**src/rtl/rf_alu_pkg.sv**
```systemverilog
// Shared widths, ALU opcodes and sequencer types for the register-file/ALU datapath.
package rf_alu_pkg;

    localparam int unsigned DATA_W = 32;
    localparam int unsigned ADDR_W = 5;
    localparam int unsigned OP_W   = 5;
    localparam int unsigned CNT_W  = 6;

    localparam logic [OP_W-1:0] ALU_NOP = 5'h00;
    localparam logic [OP_W-1:0] ALU_ADD = 5'h01;
    localparam logic [OP_W-1:0] ALU_SUB = 5'h02;
    localparam logic [OP_W-1:0] ALU_AND = 5'h03;
    localparam logic [OP_W-1:0] ALU_OR  = 5'h04;
    localparam logic [OP_W-1:0] ALU_XOR = 5'h05;
    localparam logic [OP_W-1:0] ALU_SLL = 5'h06;
    localparam logic [OP_W-1:0] ALU_SRL = 5'h07;

    typedef enum logic [1:0] {
        StIdle,
        StRun,
        StDone
    } seq_state_e;

    // Shared control for the three lock-step address registers.
    typedef enum logic [1:0] {
        AgHold,
        AgLoad,
        AgInc
    } ag_ctrl_e;

endpackage

```
**src/rtl/rf_addr_gen.sv**
```systemverilog
// Three wrapping register-file address registers sharing one load/increment/hold control.
module rf_addr_gen
    import rf_alu_pkg::*;
#(
    parameter int unsigned ADDR_W = rf_alu_pkg::ADDR_W
) (
    input  logic              clk,
    input  logic              rst,
    input  ag_ctrl_e          ctrl,
    input  logic [ADDR_W-1:0] src1_base,
    input  logic [ADDR_W-1:0] src2_base,
    input  logic [ADDR_W-1:0] dst_base,
    output logic [ADDR_W-1:0] r1_addr,
    output logic [ADDR_W-1:0] r2_addr,
    output logic [ADDR_W-1:0] w_addr
);

    logic [ADDR_W-1:0] r1_q, r1_d;
    logic [ADDR_W-1:0] r2_q, r2_d;
    logic [ADDR_W-1:0] w_q, w_d;

    // Increments rely on natural ADDR_W-bit wrap (31 -> 0 for 32 registers).
    always_comb begin
        r1_d = r1_q;
        r2_d = r2_q;
        w_d  = w_q;
        unique case (ctrl)
            AgLoad: begin
                r1_d = src1_base;
                r2_d = src2_base;
                w_d  = dst_base;
            end
            AgInc: begin
                r1_d = r1_q + ADDR_W'(1);
                r2_d = r2_q + ADDR_W'(1);
                w_d  = w_q + ADDR_W'(1);
            end
            default: ;
        endcase
    end

    always_ff @(posedge clk) begin
        if (rst) begin
            r1_q <= '0;
            r2_q <= '0;
            w_q  <= '0;
        end else begin
            r1_q <= r1_d;
            r2_q <= r2_d;
            w_q  <= w_d;
        end
    end

    assign r1_addr = r1_q;
    assign r2_addr = r2_q;
    assign w_addr  = w_q;

endmodule

```
**src/rtl/rf_alu_seq.sv**
```systemverilog
// Command-driven vector sequencer: one element per cycle over the register file and ALU,
// with pause, a one-cycle done pulse and a remaining-element count.
module rf_alu_seq
    import rf_alu_pkg::*;
#(
    parameter int unsigned ADDR_W = rf_alu_pkg::ADDR_W,
    parameter int unsigned OP_W   = rf_alu_pkg::OP_W,
    parameter int unsigned CNT_W  = rf_alu_pkg::CNT_W
) (
    input  logic              clk,
    input  logic              rst,
    input  logic              cmd_valid,
    output logic              cmd_ready,
    input  logic [OP_W-1:0]   cmd_op,
    input  logic [ADDR_W-1:0] cmd_src1,
    input  logic [ADDR_W-1:0] cmd_src2,
    input  logic [ADDR_W-1:0] cmd_dst,
    input  logic [CNT_W-1:0]  cmd_count,
    input  logic              pause,
    output logic [ADDR_W-1:0] rf_r1_addr,
    output logic [ADDR_W-1:0] rf_r2_addr,
    output logic [ADDR_W-1:0] rf_w_addr,
    output logic              rf_w_en,
    output logic [OP_W-1:0]   alu_op,
    output logic              busy,
    output logic              done,
    output logic [CNT_W-1:0]  remaining
);

    seq_state_e       state_q;
    logic [OP_W-1:0]  op_q;
    logic [CNT_W-1:0] rem_q;
    logic             busy_q;
    logic             done_q;
    logic             accept;
    logic             advance;
    ag_ctrl_e         ag_ctrl;

    // Gating with rst keeps both the handshake and the write port quiet during reset.
    assign cmd_ready = (state_q == StIdle) && !rst;
    assign accept    = cmd_valid && cmd_ready;
    assign advance   = (state_q == StRun) && !pause;
    assign rf_w_en   = advance && !rst;

    always_comb begin
        ag_ctrl = AgHold;
        if (accept) begin
            ag_ctrl = AgLoad;
        end else if (advance) begin
            ag_ctrl = AgInc;
        end
    end

    rf_addr_gen #(
        .ADDR_W (ADDR_W)
    ) u_addr_gen (
        .clk       (clk),
        .rst       (rst),
        .ctrl      (ag_ctrl),
        .src1_base (cmd_src1),
        .src2_base (cmd_src2),
        .dst_base  (cmd_dst),
        .r1_addr   (rf_r1_addr),
        .r2_addr   (rf_r2_addr),
        .w_addr    (rf_w_addr)
    );

    always_ff @(posedge clk) begin
        if (rst) begin
            state_q <= StIdle;
            op_q    <= '0;
            rem_q   <= '0;
            busy_q  <= 1'b0;
            done_q  <= 1'b0;
        end else begin
            case (state_q)
                StIdle: begin
                    if (accept) begin
                        op_q   <= cmd_op;
                        rem_q  <= cmd_count;
                        busy_q <= 1'b1;
                        if (cmd_count != '0) begin
                            state_q <= StRun;
                        end else begin
                            state_q <= StDone;
                            done_q  <= 1'b1;
                        end
                    end
                end
                StRun: begin
                    if (!pause) begin
                        rem_q <= rem_q - CNT_W'(1);
                        if (rem_q == CNT_W'(1)) begin
                            state_q <= StDone;
                            done_q  <= 1'b1;
                        end
                    end
                end
                StDone: begin
                    state_q <= StIdle;
                    busy_q  <= 1'b0;
                    done_q  <= 1'b0;
                end
                default: begin
                    state_q <= StIdle;
                    busy_q  <= 1'b0;
                    done_q  <= 1'b0;
                end
            endcase
        end
    end

    assign alu_op    = op_q;
    assign remaining = rem_q;
    assign busy      = busy_q;
    assign done      = done_q;

endmodule

```
**config.mk**
```make
export PLATFORM = sky130hd
export DESIGN_NAME = rf_alu_seq
export DESIGN_NICKNAME = d
export VERILOG_FILES = /design/src/rtl/rf_alu_pkg.sv /design/src/rtl/rf_addr_gen.sv /design/src/rtl/rf_alu_seq.sv
export SDC_FILE = /design/constraint.sdc
export NUM_CORES = 1
export LEC_CHECK = 0
export CELL_PAD_IN_SITES_DETAIL_PLACEMENT = 1
export CELL_PAD_IN_SITES_GLOBAL_PLACEMENT = 1
export CORE_AREA = 2 2 78 80
export CTS_CLUSTER_DIAMETER = 50
export CTS_CLUSTER_SIZE = 40
export DETAILED_ROUTE_END_ITERATION = 10
export DIE_AREA = 0 0 80 82
export PLACE_DENSITY_LB_ADDON = 0.1
export SLEW_MARGIN = 5
export SYNTH_ARGS = -nofsm -noshare
export SYNTH_HDL_FRONTEND = slang
export SYNTH_SLANG_ARGS = --single-unit
```
**constraint.sdc**
```tcl
create_clock -name clk -period 1.6 [get_ports clk]
set_input_delay 0.32 -clock clk [delete_from_list [all_inputs] [get_ports clk]]
set_output_delay 0.32 -clock clk [all_outputs]
set_load 0.01 [all_outputs]
```
# After elaboration in Yosys (flattened, before gate mapping)
# Cells that the tools add are included.
word_totals:
  register_bits: 30
  in_bits: 30
  out_inout_bits: 30
  wordCells: 56
classes:
  add_sub_neg: 4
  n_eq_ne: 8
  n_mux: 20
  n_bitwise: 1
  n_reduce_logical: 15
op_table:
  columns: ["op", "count"]
  rows:
  - ["5-bit one-hot mux with 2 select lines", 3]
  - ["5-bit by 1-bit adder with 5-bit output, second input constant", 3]
  - ["2-bit two-way mux", 6]
  - ["6-bit two-way mux", 2]
  - ["6-bit one-hot mux with 2 select lines", 1]
  - ["6-bit by 1-bit equality test with 1-bit output, second input constant", 1]
  - ["2-bit != test, second input constant", 3]
  - ["3-bit AND reduction", 2]
  - ["6-bit nonzero test", 1]
  - ["6-bit by 1-bit subtractor with 6-bit output, second input constant", 1]
  - ["1-bit two-way mux", 5]
  - ["2-bit by 1-bit equality test with 1-bit output, second input constant", 2]
  - ["1-bit logical AND", 4]
  - ["1-bit one-hot mux with 2 select lines", 2]
  - ["2-bit one-hot mux with 2 select lines", 1]
  - ["2-bit AND reduction", 2]
  - ["4-bit AND reduction", 1]
  - ["2-bit nonzero test", 2]
  - ["2-bit equality test, second input constant", 1]
  - ["1-bit logical NOT", 2]
  - ["2-bit logical NOT", 1]
  - ["2-bit by 1-bit != test with 1-bit output, second input constant", 1]
  - ["1-bit inverter", 1]

# Longest topological paths before layout
depth:
  depth_word: 6
  mapped_depth: 5
  depth_no_buf: 5

# By module
# A second synthesis with hierarchy kept.
hier_totals:
  cells_unflattened: 198
  hier_area_um2: 1667.8
modules_own_cells:
  columns: ["module", "n_inst", "cells_per_inst", "area_per_inst_um2", "seq_area_each_um2"]
  rows:
  - ["rf_addr_gen", 1, 105, 882.1, 300.3]
  - ["rf_alu_seq", 1, 93, 785.8, 300.3]

# Worst setup path before layout
# Ideal clock, no wire load.
synth_timing:
  kind: "reg2out"
  start: "register state_q[0]"
  end: "output rf_w_en"
  arrival_time_ns: 1.275
  t_required_ns: 1.280
  slack_ns: 0.005
  stages_incl_launch_ff: 5
  n_path_buf: 2
  path_cell_list: "dfxtp_1 > or3b_1 > buf_2 > buf_2 > nor2_1"
synth_between:
  elab_chain_cells: 3
synth_rtl:
  columns: ["item", "line", "rtl"]
  rows:
  - ["start: declaration", "rf_alu_seq.sv:30", "seq_state_e state_q;"]
  - ["start signal: assignment", "rf_alu_seq.sv:70", "state_q <= StIdle;"]
  - ["start signal: assignment", "rf_alu_seq.sv:83", "state_q <= StRun;"]
  - ["start signal: assignment", "rf_alu_seq.sv:85", "state_q <= StDone;"]
  - ["2-bit by 1-bit equality test with 1-bit output", "rf_alu_seq.sv:42", "assign advance = (state_q == StRun) && !pause;"]
  - ["1-bit logical AND", "rf_alu_seq.sv:42", null]
  - ["1-bit logical AND", "rf_alu_seq.sv:43", "assign rf_w_en = advance && !rst;"]
  - ["end: declaration", "rf_alu_seq.sv:23", "output logic rf_w_en,"]
# No other way between the ends.

# Worst setup path after layout
layout_timing:
  start: "register state_q[0]"
  end: "register rem_q[0] (netlist: remaining[0])"
layout_between:
  elab_chain_cells: 5
  elab_cells_between_ends: 9
  classes_between: "3 x eq/ne; 1 x mux; 5 x reduce/logical"
layout_rtl:
  columns: ["item", "line", "rtl"]
  rows:
  - ["2-bit logical NOT", "rf_alu_seq.sv:40, rf_alu_seq.sv:76", null]
  - ["1-bit logical AND", "rf_alu_seq.sv:40", "assign cmd_ready = (state_q == StIdle) && !rst;"]
  - ["1-bit logical AND", "rf_alu_seq.sv:41", "assign accept = cmd_valid && cmd_ready;"]
  - ["2-bit != test (no source line)", null, null]
  - ["3-bit AND reduction (no source line)", null, null]
  - ["end signal: assignment", "rf_alu_seq.sv:80", "rem_q <= cmd_count;"]
  - ["end signal: assignment", "rf_alu_seq.sv:92", "rem_q <= rem_q - CNT_W'(1);"]
  - ["end: declaration", "rf_alu_seq.sv:32", "logic [CNT_W-1:0] rem_q;"]
# Several ways; a longest one is shown, not always the timed one.
# A chain may end at the register's enable or synchronous reset.

==> results.json <==
{
  "power.density_mw_per_mm2": 803,
  "vias_per_cell": 5.27,
  "area_growth_pct": 67.4,
  "firstDrtPassIters": 4,
  "r2r-start": "state_q[0]",
  "violations": "negative setup slack",
  "worstSkewPairLatency_ps": 300,
  "crit_buf_inv": 2,
  "vias": 1787,
  "critical_path_class": "flop to flop",
  "die_w_um": 80,
  "fin_crit_sh": 1.03,
  "drt-total-wl_um": 5840,
  "yosys.cell_count.top_type": "dfxtp_1",
  "synth_edf_count": 0,
  "yosysUniqueCellTypes": 45,
  "min_from": "alu_op[1]",
  "clk_pin_slew_worst_paths_ps": 80,
  "hpwl_um": 4380,
  "leakage_uw": 0.00111,
  "fill_cells": 681,
  "crit_top_cell": "buf_6",
  "fin_setup_tns_ps": -50.5,
  "p_clk_frac": 0.310,
  "start_kind": "flop",
  "power_switching_uw": 655,
  "drtAntennaViolNets": 0,
  "cts_max_level": 2,
  "synthTopCellsByArea": "dfxtp_1 37%, nand2_1 5.1%, ha_1 3.9%, a2bb2oi_1 3.3%, a311oi_1 3.3%",
  "clock_sinks": 30,
  "finalSetupViolations": 2,
  "clockBufferDepth": 2,
  "hold_end": "alu_op[1]",
  "internal-power_uw": 1500,
  "port_buffers": 59,
  "synth-main-ff-cell": "dfxtp_1",
  "pin_count": 60,
  "dieArea_mm2": 0.00656,
  "min_path_type": "flop to flop",
  "r2r_end": "remaining[0]",
  "synth_cells": 179,
  "initial_core_util": 0.279,
  "grt_util_all_layers": 0.179,
  "p_comb_frac": 0.288,
  "worst-path-max-fanout": 7,
  "post-route-min-period_ps": 1650,
  "hold_violations": 0,
  "yosysWarnings": 0,
  "ys_seq_elements": 30,
  "critical_path_required_ps": 1750,
  "post-route-drc-count": 0,
  "drive_above_1_share": 0.326,
  "async_flop_share": 0,
  "dp_slack_ps": -573,
  "tightest_slew_ps": 425,
  "antenna_found_initial": 0,
  "cp_top_family": "simple AND/OR/NAND/NOR gates",
  "rows": 28,
  "grt_max_degree": 21,
  "final_max_slew_viol_count": 0,
  "cts_root_buf": "clkbuf_8",
  "seqPwrFrac": 0.402,
  "endpoint_kind": "flop",
  "clock_skew_ps": 13.3,
  "crit_arrival_ps": 1800,
  "synth.top_cells.by_count": "30 x dfxtp_1, 22 x nand2_1, 10 x a21oi_1, 8 x buf_2",
  "crit_chain": "buf_6 -> or4b_4 -> buf_6 -> a221oi_4 -> a311oi_2",
  "r2r_cells": 5,
  "reg2reg_setup_slack_ps": -50,
  "irDropWorstVdd_v": 0.000392,
  "whs_ps": 478,
  "synth_area_mm2": 0.00161,
  "syn_nets": 214,
  "worst_slack_ps": -48.1,
  "syn_area_per_cell_um2": 8.97,
  "synth.yosys.seq_area_share": 0.374,
  "grt_pass1_wl_um": 8960,
  "cts_tree": "done",
  "status": "finished with violations",
  "finalNetCount": 298,
  "slew_headroom": 0.716,
  "hold_path_depth": 2,
  "worst_path_largest_cell_delay_ps": 560,
  "max_freq_mhz": 607,
  "yosys.area.top_type": "dfxtp_1",
  "grt-ovfl-total": 0,
  "n_antenna_cell": 0,
  "crit_slowest_cell": "or4b_4",
  "drt_iter0_drc": 65,
  "first_global_vias": 1737,
  "core_mm2": 0.00575,
  "cts_buffers": 5,
  "synth_top_area_frac": 0.374,
  "gp_congestion": 0.828,
  "die_y_um": 82,
  "p_sw_frac": 0.304,
  "rsz0062_at_grt": "yes",
  "wire_per_inst_um": 17.2,
  "cap_violations": 0
}
==> area by class of cell <==
| type | instances | area (um2) | area share |
|---|---|---|---|
| sequential | 30 | 616 | 0.229 |
| clock buffer | 6 | 82.6 | 0.0307 |
| multi-input combinational | 127 | 992 | 0.369 |
| timing repair buffer | 92 | 865 | 0.322 |
| tap | 75 | 93.8 | 0.0349 |
| inverter | 7 | 26.3 | 0.00978 |
| clock inverter | 2 | 12.5 | 0.00466 |
==> state kept, by name (all words and copies together), names as in the netlist <==
signal              flops
remaining               6
u_addr_gen.r2_addr      5
done                    1
state_q                 2
u_addr_gen.r1_addr      5
u_addr_gen.w_addr       5
busy                    1
alu_op                  5
==> cell usage in the layout (no fill, tap or decap), drive strengths merged, types with 3 or more instances in the layout <==
cell type	n
a2bb2oi	6
dlymetal6s2s	4
dfxtp	30
a211oi	5
and3	4
o32ai	3
mux2	4
a21oi	10
or3b	3
nand3	5
mux2i	3
ha	5
o221a	4
clkbuf	6
nand2	22
dlygate4sd2	4
nor2	7
o21ai	6
a31oi	5
nor4	3
clkdlybuf4s50	49
buf	35
inv	7
a311oi	6
==> tightest hold or removal path, delay by kind of cell (launching register included) <==
kind	cells	cell delay [ps]
flops	1	320
simple gates	1	60
compound gates	1	60
==> how the worst max path moves through the flow <==
stage / from / end / slack (ps) / cells after the start
after floorplan: state_q[0] / rf_w_en / 5 / 4
after global placement: pause / rf_w_en / -590 / 4
after detailed placement: pause / rf_w_en / -570 / 4
after CTS: state_q[0] / remaining[0] / -20 / 5
after global routing: state_q[0] / remaining[0] / -70 / 5
final: state_q[0] / remaining[0] / -50 / 5
==> metal layers <==
| metal | part of all wire | wire length [um] | track usage |
|---|---|---|---|
| met5 | 0 | 0 | 0 |
| met1 | 0.46 | 2700 | 0.237 |
| met4 | 0.013 | 76 | 0.0576 |
| met2 | 0.46 | 2700 | 0.278 |
| met3 | 0.062 | 362 | 0.0549 |
==> power groups by stage <==
stage	registers (uW)	logic [uW]	clock network [uW]
after floorplan	891	242	0
after global routing	878	669	727
after detailed placement	878	586	0
final	868	621	669
after CTS	865	602	675
after global placement	873	573	0
==> stage by stage <==
stage,util,total power (uW),std cells,instance area (um2)
4_1_cts,0.453,2140,337,2600
6_report,0.468,2160,339,2690
5_1_grt,0.468,2270,339,2690
3_3_place_gp,0.429,1450,328,2460
3_5_place_dp,0.429,1460,328,2460
2_1_floorplan,-,1130,179,1610
==> cells by family (layout without fill, tap and decap cells) <==
kind of cell | count (synthesis) | count (layout) | synth area share
AOI/OAI and AO/OA | 59 | 59 | 0.284
and+or+nand+nor | 56 | 56 | 0.194
buffers and inverters | 22 | 107 | 0.0624
muxes | 7 | 7 | 0.0468
DFF | 30 | 30 | 0.374
adders and majority gates | 5 | 5 | 0.0390
==> what timing repair did <==
item                       CTS  global route
resized for setup           31            25
hold buffers                 0             0
setup endpoints to repair   25            26
setup buffers                1             2
pin swaps                    4             3
(Power assumes the default switching activity.)
